==> config.mk <==
export PLATFORM = sky130hd
export DESIGN_NAME = keypad_matrix_scanner
export DESIGN_NICKNAME = d
export VERILOG_FILES = /design/src/rtl/microwave_pkg.sv /design/src/rtl/kp_col_sync.sv /design/src/rtl/keypad_matrix_scanner.sv
export SDC_FILE = /design/constraint.sdc
export NUM_CORES = 1
export LEC_CHECK = 0
export BUFFER_PORTS_ARGS = -buffer_cell sky130_fd_sc_hd__buf_2
export CAP_MARGIN = 20
export CORE_UTILIZATION = 63
export DETAILED_ROUTE_END_ITERATION = 12
export HOLD_SLACK_MARGIN = 0.06
export PLACE_DENSITY = 0.81
export SYNTH_ARGS = -nofsm -noshare
export SYNTH_HDL_FRONTEND = slang
export SYNTH_SLANG_ARGS = --single-unit
==> constraint.sdc <==
create_clock -name clk -period 5.7 [get_ports clk]
set_input_delay 1.14 -clock clk [delete_from_list [all_inputs] [get_ports clk]]
set_output_delay 1.14 -clock clk [all_outputs]
set_load 0.005 [all_outputs]
==> src/rtl/microwave_pkg.sv <==
// Shared definitions for the keypad scanner: FSM states, special key codes, key-map helpers.
package microwave_pkg;

  typedef enum logic [1:0] {
    SCAN     = 2'd0,
    DEBOUNCE = 2'd1,
    HOLD     = 2'd2,
    RELEASE  = 2'd3
  } kp_state_t;

  // Digits use codes 0..9; the two function keys sit above them.
  localparam logic [3:0] KEY_STAR = 4'd10;
  localparam logic [3:0] KEY_HASH = 4'd11;

  function automatic logic [1:0] col_of(input logic [2:0] pat);
    if (!pat[0]) return 2'd0;
    else if (!pat[1]) return 2'd1;
    else return 2'd2;
  endfunction

  function automatic logic single_low(input logic [2:0] pat);
    return (pat inside {3'b110, 3'b101, 3'b011});
  endfunction

  function automatic logic [3:0] key_code(input logic [1:0] row, input logic [1:0] col);
    logic [3:0] code;
    if (row == 2'd3) begin
      case (col)
        2'd0:    code = KEY_STAR;
        2'd1:    code = 4'd0;
        default: code = KEY_HASH;
      endcase
    end else begin
      code = {2'b00, row} * 4'd3 + {2'b00, col} + 4'd1;
    end
    return code;
  endfunction

endpackage

==> src/rtl/kp_col_sync.sv <==
// Two-flop synchronizer for the asynchronous keypad column inputs; resets to all-ones (idle).
module kp_col_sync #(
  parameter int WIDTH = 3
) (
  input  logic             clk,
  input  logic             rst,
  input  logic [WIDTH-1:0] d,
  output logic [WIDTH-1:0] q
);

  logic [WIDTH-1:0] meta;

  always_ff @(posedge clk or negedge rst) begin
    if (!rst) begin
      meta <= '1;
      q    <= '1;
    end else begin
      meta <= d;
      q    <= meta;
    end
  end

endmodule

==> src/rtl/keypad_matrix_scanner.sv <==
// 4x3 keypad scanner: row scan, press/release debounce, one-cycle key strobes.
// Define KEYPAD_AUTOREPEAT_EN to re-strobe a held digit key every REPEAT_CNT cycles.
//   state    | meaning
//   SCAN     | drive rows in turn, sample columns at end of each row period
//   DEBOUNCE | row frozen, waiting for DEBOUNCE_CNT cycles matching the latched pattern
//   HOLD     | key accepted, waiting for all columns high
//   RELEASE  | columns high, waiting for DEBOUNCE_CNT stable cycles before rescanning
module keypad_matrix_scanner
  import microwave_pkg::*;
#(
  parameter int SCAN_DIV     = 16,
  parameter int DEBOUNCE_CNT = 1000,
  parameter int REPEAT_CNT   = 50000
) (
  input  logic       clk,
  input  logic       rst,
  output logic [3:0] row_n,
  input  logic [2:0] col_n,
  output logic [9:0] keypad,
  output logic       start_stop,
  output logic       clear
);

  // The column sample lags the row drive by the synchronizer depth, so a row period needs >= 3 cycles.
  if (SCAN_DIV < 3 || DEBOUNCE_CNT < 1 || REPEAT_CNT < 1) begin : g_param_chk
    $error("keypad_matrix_scanner: SCAN_DIV must be >= 3, DEBOUNCE_CNT and REPEAT_CNT >= 1");
  end

  localparam int DIV_W = $clog2(SCAN_DIV);
  localparam int DEB_W = (DEBOUNCE_CNT > 1) ? $clog2(DEBOUNCE_CNT) : 1;
  localparam logic [DIV_W-1:0] DIV_LAST = DIV_W'(SCAN_DIV - 1);
  localparam logic [DEB_W-1:0] DEB_LAST = DEB_W'(DEBOUNCE_CNT - 1);

  kp_state_t        state, state_nxt;
  logic [1:0]       row_idx, row_nxt;
  logic [DIV_W-1:0] div_cnt, div_nxt;
  logic [DEB_W-1:0] deb_cnt, deb_nxt;
  logic [2:0]       col_s, col_lat, lat_nxt;
  logic [3:0]       press_code;
  logic             press_single;
  logic             fire;
  logic [9:0]       keypad_nxt;
  logic             start_stop_nxt, clear_nxt;

  kp_col_sync #(.WIDTH(3)) u_col_sync (
    .clk (clk),
    .rst (rst),
    .d   (col_n),
    .q   (col_s)
  );

  assign row_n        = ~(4'b0001 << row_idx);
  assign press_code   = key_code(row_idx, col_of(col_lat));
  assign press_single = single_low(col_lat);

  always_ff @(posedge clk or negedge rst) begin
    if (!rst) begin
      state      <= SCAN;
      row_idx    <= 2'd0;
      div_cnt    <= '0;
      deb_cnt    <= '0;
      col_lat    <= 3'b111;
      keypad     <= '0;
      start_stop <= 1'b0;
      clear      <= 1'b0;
    end else begin
      state      <= state_nxt;
      row_idx    <= row_nxt;
      div_cnt    <= div_nxt;
      deb_cnt    <= deb_nxt;
      col_lat    <= lat_nxt;
      keypad     <= keypad_nxt;
      start_stop <= start_stop_nxt;
      clear      <= clear_nxt;
    end
  end

  always_comb begin
    state_nxt = state;
    row_nxt   = row_idx;
    div_nxt   = div_cnt;
    deb_nxt   = deb_cnt;
    lat_nxt   = col_lat;
    fire      = 1'b0;
    unique case (state)
      SCAN: begin
        if (div_cnt == DIV_LAST) begin
          div_nxt = '0;
          if (col_s != 3'b111) begin
            lat_nxt   = col_s;
            deb_nxt   = '0;
            state_nxt = DEBOUNCE;
          end else begin
            row_nxt = row_idx + 2'd1;
          end
        end else begin
          div_nxt = div_cnt + DIV_W'(1);
        end
      end
      DEBOUNCE: begin
        if (col_s != col_lat) begin
          state_nxt = SCAN;
          row_nxt   = row_idx + 2'd1;
          div_nxt   = '0;
        end else if (deb_cnt == DEB_LAST) begin
          state_nxt = HOLD;
          deb_nxt   = '0;
          fire      = press_single;
        end else begin
          deb_nxt = deb_cnt + DEB_W'(1);
        end
      end
      HOLD: begin
        if (col_s == 3'b111) begin
          state_nxt = RELEASE;
          deb_nxt   = '0;
        end
      end
      RELEASE: begin
        if (col_s != 3'b111) begin
          state_nxt = HOLD;
          deb_nxt   = '0;
        end else if (deb_cnt == DEB_LAST) begin
          state_nxt = SCAN;
          row_nxt   = row_idx + 2'd1;
          div_nxt   = '0;
          deb_nxt   = '0;
        end else begin
          deb_nxt = deb_cnt + DEB_W'(1);
        end
      end
    endcase
  end

`ifdef KEYPAD_AUTOREPEAT_EN
  localparam int REP_W = (REPEAT_CNT > 1) ? $clog2(REPEAT_CNT) : 1;
  localparam logic [REP_W-1:0] REP_LAST = REP_W'(REPEAT_CNT - 1);

  logic [REP_W-1:0] rep_cnt, rep_nxt;
  logic             rep_fire;

  always_ff @(posedge clk or negedge rst) begin
    if (!rst) rep_cnt <= '0;
    else      rep_cnt <= rep_nxt;
  end

  always_comb begin
    rep_nxt  = '0;
    rep_fire = 1'b0;
    if (state == HOLD && press_single && col_s != 3'b111) begin
      if (rep_cnt == REP_LAST) rep_fire = 1'b1;
      else                     rep_nxt  = rep_cnt + REP_W'(1);
    end
  end
`endif

  always_comb begin
    keypad_nxt     = '0;
    start_stop_nxt = 1'b0;
    clear_nxt      = 1'b0;
    if (fire) begin
      if (press_code == KEY_HASH)      start_stop_nxt = 1'b1;
      else if (press_code == KEY_STAR) clear_nxt      = 1'b1;
      else                             keypad_nxt     = 10'b1 << press_code;
    end
`ifdef KEYPAD_AUTOREPEAT_EN
    // Function keys never repeat.
    if (rep_fire && press_code < KEY_STAR) keypad_nxt = 10'b1 << press_code;
`endif
  end

endmodule

Yosys cells after proc, flatten, opt, wreduce, memory -nomap -nowiden --
Index checks and enable logic that the tools add are counted.
Storage, ports and cells: input bits 5, register bits 39, output and inout port bits 16
Operators by class: bitwise gates (word level) 1, eq/ne operators 25, multiply operators 1, multiplexer cells 41, reductions and logical operators 9, add/sub/neg operators 5, shift operators 2
Operators with widths (count):
- $mux 10 | 9
- $pmux 10 s4 | 1
- $mux 2 | 14
- $mux 4 | 5
- $ne 2x2->1 const B | 8
- $eq 4x4->1 const B | 3
- $pmux 4 s3 | 1
- $add 10x1->10 const B | 1
- $eq 10x10->1 const B | 1
- $shl 1x4->10 const A | 1
- $eq 3x3->1 const B | 3
- $ne 3x3->1 const B | 3
- $add 4x1->4 const B | 2
- $mux 1 | 8
- $pmux 2 s4 | 1
- $pmux 4 s2 | 1
- $reduce_and 4->1 | 2
- $eq 2x2->1 const B | 3
- $pmux 2 s3 | 1
- $reduce_and 6->1 | 1
- $reduce_bool 3->1 | 2
- $reduce_and 5->1 | 1
- $add 4x2->4 | 1
- $eq 2x1->1 const B | 2
- other kinds (8) | 9

Longest topological paths before layout --
word-level depth 9, mapped depth 10, mapped depth without buffers 9

By module --
Synthesis repeated with hierarchy kept, for this count alone.
Unflattened totals: cell total of the unflattened synthesis 201, area, all modules 2009.4 um^2
Modules (own cells, without submodules):
- keypad_matrix_scanner | times used 1, area an instance 1851.8 um^2, cells an instance 195, seq. area each 829.5 um^2
- kp_col_sync | times used 1, area an instance 157.7 um^2, cells an instance 6, seq. area each 157.7 um^2

Worst setup path after synthesis --
No wires, ideal clock.
path type reg2reg, from register col_lat[0], to register keypad[0], setup time 74 ps, arrival 2467 ps, data required time 5626 ps, buffers on the path 1, period minus slack after synthesis 2541 ps, path slack 3159 ps, cell stages (with the launch flop) 9, cells stage by stage dfstp_2 clkbuf_1 and2_1 fa_1 ha_1 a21o_1 a2111oi_0 o211ai_1 nor2_1
On the way: word-level cells in the longest chain between the ends 8, elaborated cells between the ends (all ways) 21, classes of those cells add/sub: 2; eq/ne: 7; shift: 1; mux: 9; reduce/logical: 2
RTL lines:
- start: declaration | RTL line keypad_matrix_scanner.sv:38 | logic [2:0] col_s, col_lat, lat_nxt;
- start signal: assignment | RTL line keypad_matrix_scanner.sv:71 | col_lat <= lat_nxt;
- $mux 2 | RTL line microwave_pkg.sv:16 | if (!pat[0]) return 2'd0;
- $add 4x2->4 (tied with other cells) | RTL line microwave_pkg.sv:34 | code = {2'b00, row} * 4'd3 + {2'b00, col} + 4'd1;
- $add 4x1->4 or $pmux 4 s2 (tied branches) | RTL line microwave_pkg.sv:34, microwave_pkg.sv:28
- $mux 4 | RTL line microwave_pkg.sv:27 | if (row == 2'd3) begin
- $eq 4x4->1 or $shl 1x4->10 (tied branches) | RTL line keypad_matrix_scanner.sv:163, keypad_matrix_scanner.sv:164
- $mux 10 | RTL line keypad_matrix_scanner.sv:163 | else if (press_code == KEY_STAR) clear_nxt = 1'b1;
- $mux 10 | RTL line keypad_matrix_scanner.sv:162 | if (press_code == KEY_HASH) start_stop_nxt = 1'b1;
- $mux 10 * | RTL line keypad_matrix_scanner.sv:161 | if (fire) begin
- via keypad_nxt[0] | RTL line keypad_matrix_scanner.sv:42 | logic [9:0] keypad_nxt;
- end signal: assignment | RTL line keypad_matrix_scanner.sv:72 | keypad <= keypad_nxt;
- end: declaration | RTL line keypad_matrix_scanner.sv:19 | output logic [9:0] keypad,
The timed path passes the listed nets; every way through them passes the cells marked *. A chain may end at the register's enable or synchronous reset.

Final worst setup path --
from register col_lat[1], to register keypad[0]
On the way: word-level cells in the longest chain between the ends 9, elaborated cells between the ends (all ways) 22, classes of those cells add/sub: 2; eq/ne: 7; shift: 1; mux: 10; reduce/logical: 2
RTL lines:
- $mux 2 | RTL line microwave_pkg.sv:17 | else if (!pat[1]) return 2'd1;
- $mux 2 | RTL line microwave_pkg.sv:16
- $add 4x2->4 (tied with other cells) | RTL line microwave_pkg.sv:34
- $add 4x1->4 or $pmux 4 s2 (tied branches) | RTL line microwave_pkg.sv:34, microwave_pkg.sv:28
- $mux 4 | RTL line microwave_pkg.sv:27
- $eq 4x4->1 or $shl 1x4->10 (tied branches) | RTL line keypad_matrix_scanner.sv:163, keypad_matrix_scanner.sv:164
- $mux 10 | RTL line keypad_matrix_scanner.sv:163
- $mux 10 | RTL line keypad_matrix_scanner.sv:162
- $mux 10 * | RTL line keypad_matrix_scanner.sv:161
- via keypad_nxt[0] | RTL line keypad_matrix_scanner.sv:42
Marked as above.

==> flow_summary.json <==
{
  "die_y_um": 61.02,
  "worstHoldEndpoint": "u_col_sync.q[2]",
  "fin_setup_tns_ns": 0,
  "leakage_nw": 1.012,
  "r2r-start": "col_lat[1]",
  "path_max_fanout": 7,
  "root_buffer": "clkbuf_4",
  "r2r-end": "keypad[0]",
  "antenna_found_initial": 0,
  "post_cts.resized_instances": 0,
  "grt_pass1_vias": 1551,
  "cts_tree": "built",
  "htreeDepth": 2,
  "drt-vias-per-instance": 6.183,
  "post_cts_buffers": 0,
  "start_util": 0.6577,
  "reg2regPathDepth": 8,
  "synth_top_area_share": 0.3421,
  "grt_max_degree": 40,
  "cts.clk_slew.worst_paths_ns": 0.12,
  "place.gp.congestion": 0.8632,
  "maxCapViolCount": 0,
  "status": "finished, final reports clean",
  "drc": 0,
  "synth_top_area_cell": "dfrtp_1",
  "synth_top_cells_by_area": "dfrtp_1 (34%), dfstp_2 (11%), ha_1 (5.1%)",
  "port_buffers": 20,
  "total_power_mw": 0.9779,
  "power.density_nw_per_um2": 417.5,
  "setup.worst_path.end_class": "flop",
  "hold_depth": 0,
  "nets": 247,
  "worstHoldStart": "u_col_sync.meta[2]",
  "crit_start": "col_lat[1]",
  "syn_inst": 217,
  "tightest_slew_ns": 0.8058,
  "maxSlewViolCount": 0,
  "drt_pre_antenna_iters": 4,
  "synthDistinctLibCells": 55,
  "cts_hold_buf": 0,
  "placed_area_um2": 2285,
  "rsz0062_at_grt": "false",
  "grt-ovfl-total": 0,
  "die_area_um2": 3723,
  "syn_nets": 233,
  "most-common-layout-cells": "dfrtp_1 (30), nor2_1 (22), buf_2 (20), nand3_1 (19), o21ai_0 (15)",
  "period_needed_ns": 2.677,
  "crit_arrival_ns": 2.95,
  "finClkSkew_ns": 0.01006,
  "setup_viol": 0,
  "critPathLaunchType": "flop",
  "clockBufferDepth": 2,
  "slew_headroom": 0.4628,
  "area_delta_synth_final_pct": 6.728,
  "r2r_slack_ns": 3.02,
  "crit_type": "reg -> reg",
  "dp_hpwl_um": 3014,
  "synth_area_um2": 2195,
  "final_common_cell": "dfrtp_1",
  "die_w_um": 61.02,
  "cts_buffers": 5,
  "finalInstanceArea_um2": 2342,
  "grt_use_total": 0.2518,
  "row_count": 21,
  "io_pins": 21,
  "yosysWarningCount": 0,
  "drtIter0Drc": 128,
  "wire_per_inst_um": 14.81,
  "crit_required_ns": 5.97,
  "peakVddDrop_uv": 321.0,
  "ys_seq_area_frac": 0.4498,
  "hold_path.class": "reg -> reg",
  "synth_enable_flop_cells": 0,
  "cts_sinks": 39,
  "ys_async_sr_fraction": 1.000,
  "ys_ff_latch": 39,
  "grt_pass1_wl_um": 6975,
  "n_antenna_cell": 0,
  "synthFlopType": "dfrtp_1",
  "postSynthAreaPerCell_um2": 10.11,
  "hold_viol": 0,
  "vias": 1719,
  "final_antenna_net_count": 0,
  "period_share": 0.4697,
  "fill_cells": 269,
  "coreArea_um2": 3337,
  "clk_latency_ns": 0.34,
  "drt-total-wl_um": 4116,
  "drive_gt1_frac": 0.2198,
  "clock.fmax_ghz": 0.3735
}
==> area by class of cell <==
type / instances / area (um2) / share of cell area
inverter: 12 / 45.04 / 0.01923
tap: 46 / 57.56 / 0.02457
timing repair buffer: 20 / 100.1 / 0.04273
clock inverter: 3 / 20.02 / 0.008547
clock buffer: 5 / 37.54 / 0.01603
multi-input combinational: 153 / 1095 / 0.4674
sequential: 39 / 987.2 / 0.4215
==> cells in the mapped netlist (3+ instances only) <==
master,number
mux2_2,3
dfstp_2,9
nand3_1,19
dfrtp_1,30
and3_1,3
xor2_1,3
nand4_1,8
ha_1,9
and2_1,4
a21oi_1,3
nor2_1,22
o211ai_1,4
nor3_1,4
inv_1,12
a211oi_1,3
nand2_1,4
clkbuf_1,8
xnor2_1,7
o21ai_0,15
==> per-layer routing <==
metal | part of all wire | vias up | global-route usage
li1 | - | 818 | -
met1 | 0.46 | 847 | 0.3425
met2 | 0.49 | 50 | 0.3991
met3 | 0.040 | 4 | 0.06933
met4 | 0.0070 | 0 | 0.06818
met5 | 0 | - | 0
==> power by group <==
group	internal, mW	switching [mW]	leakage [nW]	total, mW
combinational	0.214	0.238	0.483	0.452
clock	0.0471	0.0909	0.0272	0.138
sequential	0.325	0.0626	0.501	0.388
total	0.586	0.392	1.01	0.978
==> worst max-delay path by stage <==
stage                      endpoint  slack, ns  cells past startpoint
after floorplan           keypad[0]       3.16                      8
after global placement    keypad[2]       3.23                      7
after detailed placement  keypad[1]       3.07                      8
after CTS                 keypad[3]       3.03                      8
after global routing      keypad[0]       2.77                      8
final                     keypad[0]       3.02                      8
==> logic make-up (layout without fill, tap and decap cells) <==
kind of cell,after synthesis,after routing,share of synthesized area
and+or+nand+nor,81,81,0.2024
AOI/OAI and AO/OA,45,45,0.1556
DFF,39,39,0.4498
buffers and inverters,25,40,0.05131
adders and majority gates,11,11,0.06956
xor gates and xnor gates,10,10,0.03991
muxes,6,6,0.03135
==> critical path, stage by stage, from the launching register on <==
cell and delay (ns):
dfstp_2 0.43, and2_1 0.19, fa_1 0.51, inv_1 0.06, fa_1 0.40, xnor2_1 0.17, a2111oi_0 0.48, o211ai_1 0.22
nor2_1 0.14
==> metrics by stage <==
step	instances	util	hold slack (ns)	setup slack [ns]
6_report	278	0.7019	0.3634	3.023
5_1_grt	278	0.7019	0.3688	2.774
4_1_cts	278	0.7019	0.3649	3.030
3_5_place_dp	270	0.6847	0.3475	3.073
3_3_place_gp	270	0.6847	0.3456	3.233
2_1_floorplan	217	-	0.3452	3.159
==> registers in the layout (all words and copies together), names as in the netlist, 2 cells and up <==
register,count
div_cnt,4
deb_cnt,10
u_col_sync.meta,3
row_idx,2
state,2
col_lat,3
keypad,10
u_col_sync.q,3
No activity file was read; power rests on OpenSTA's default activity.
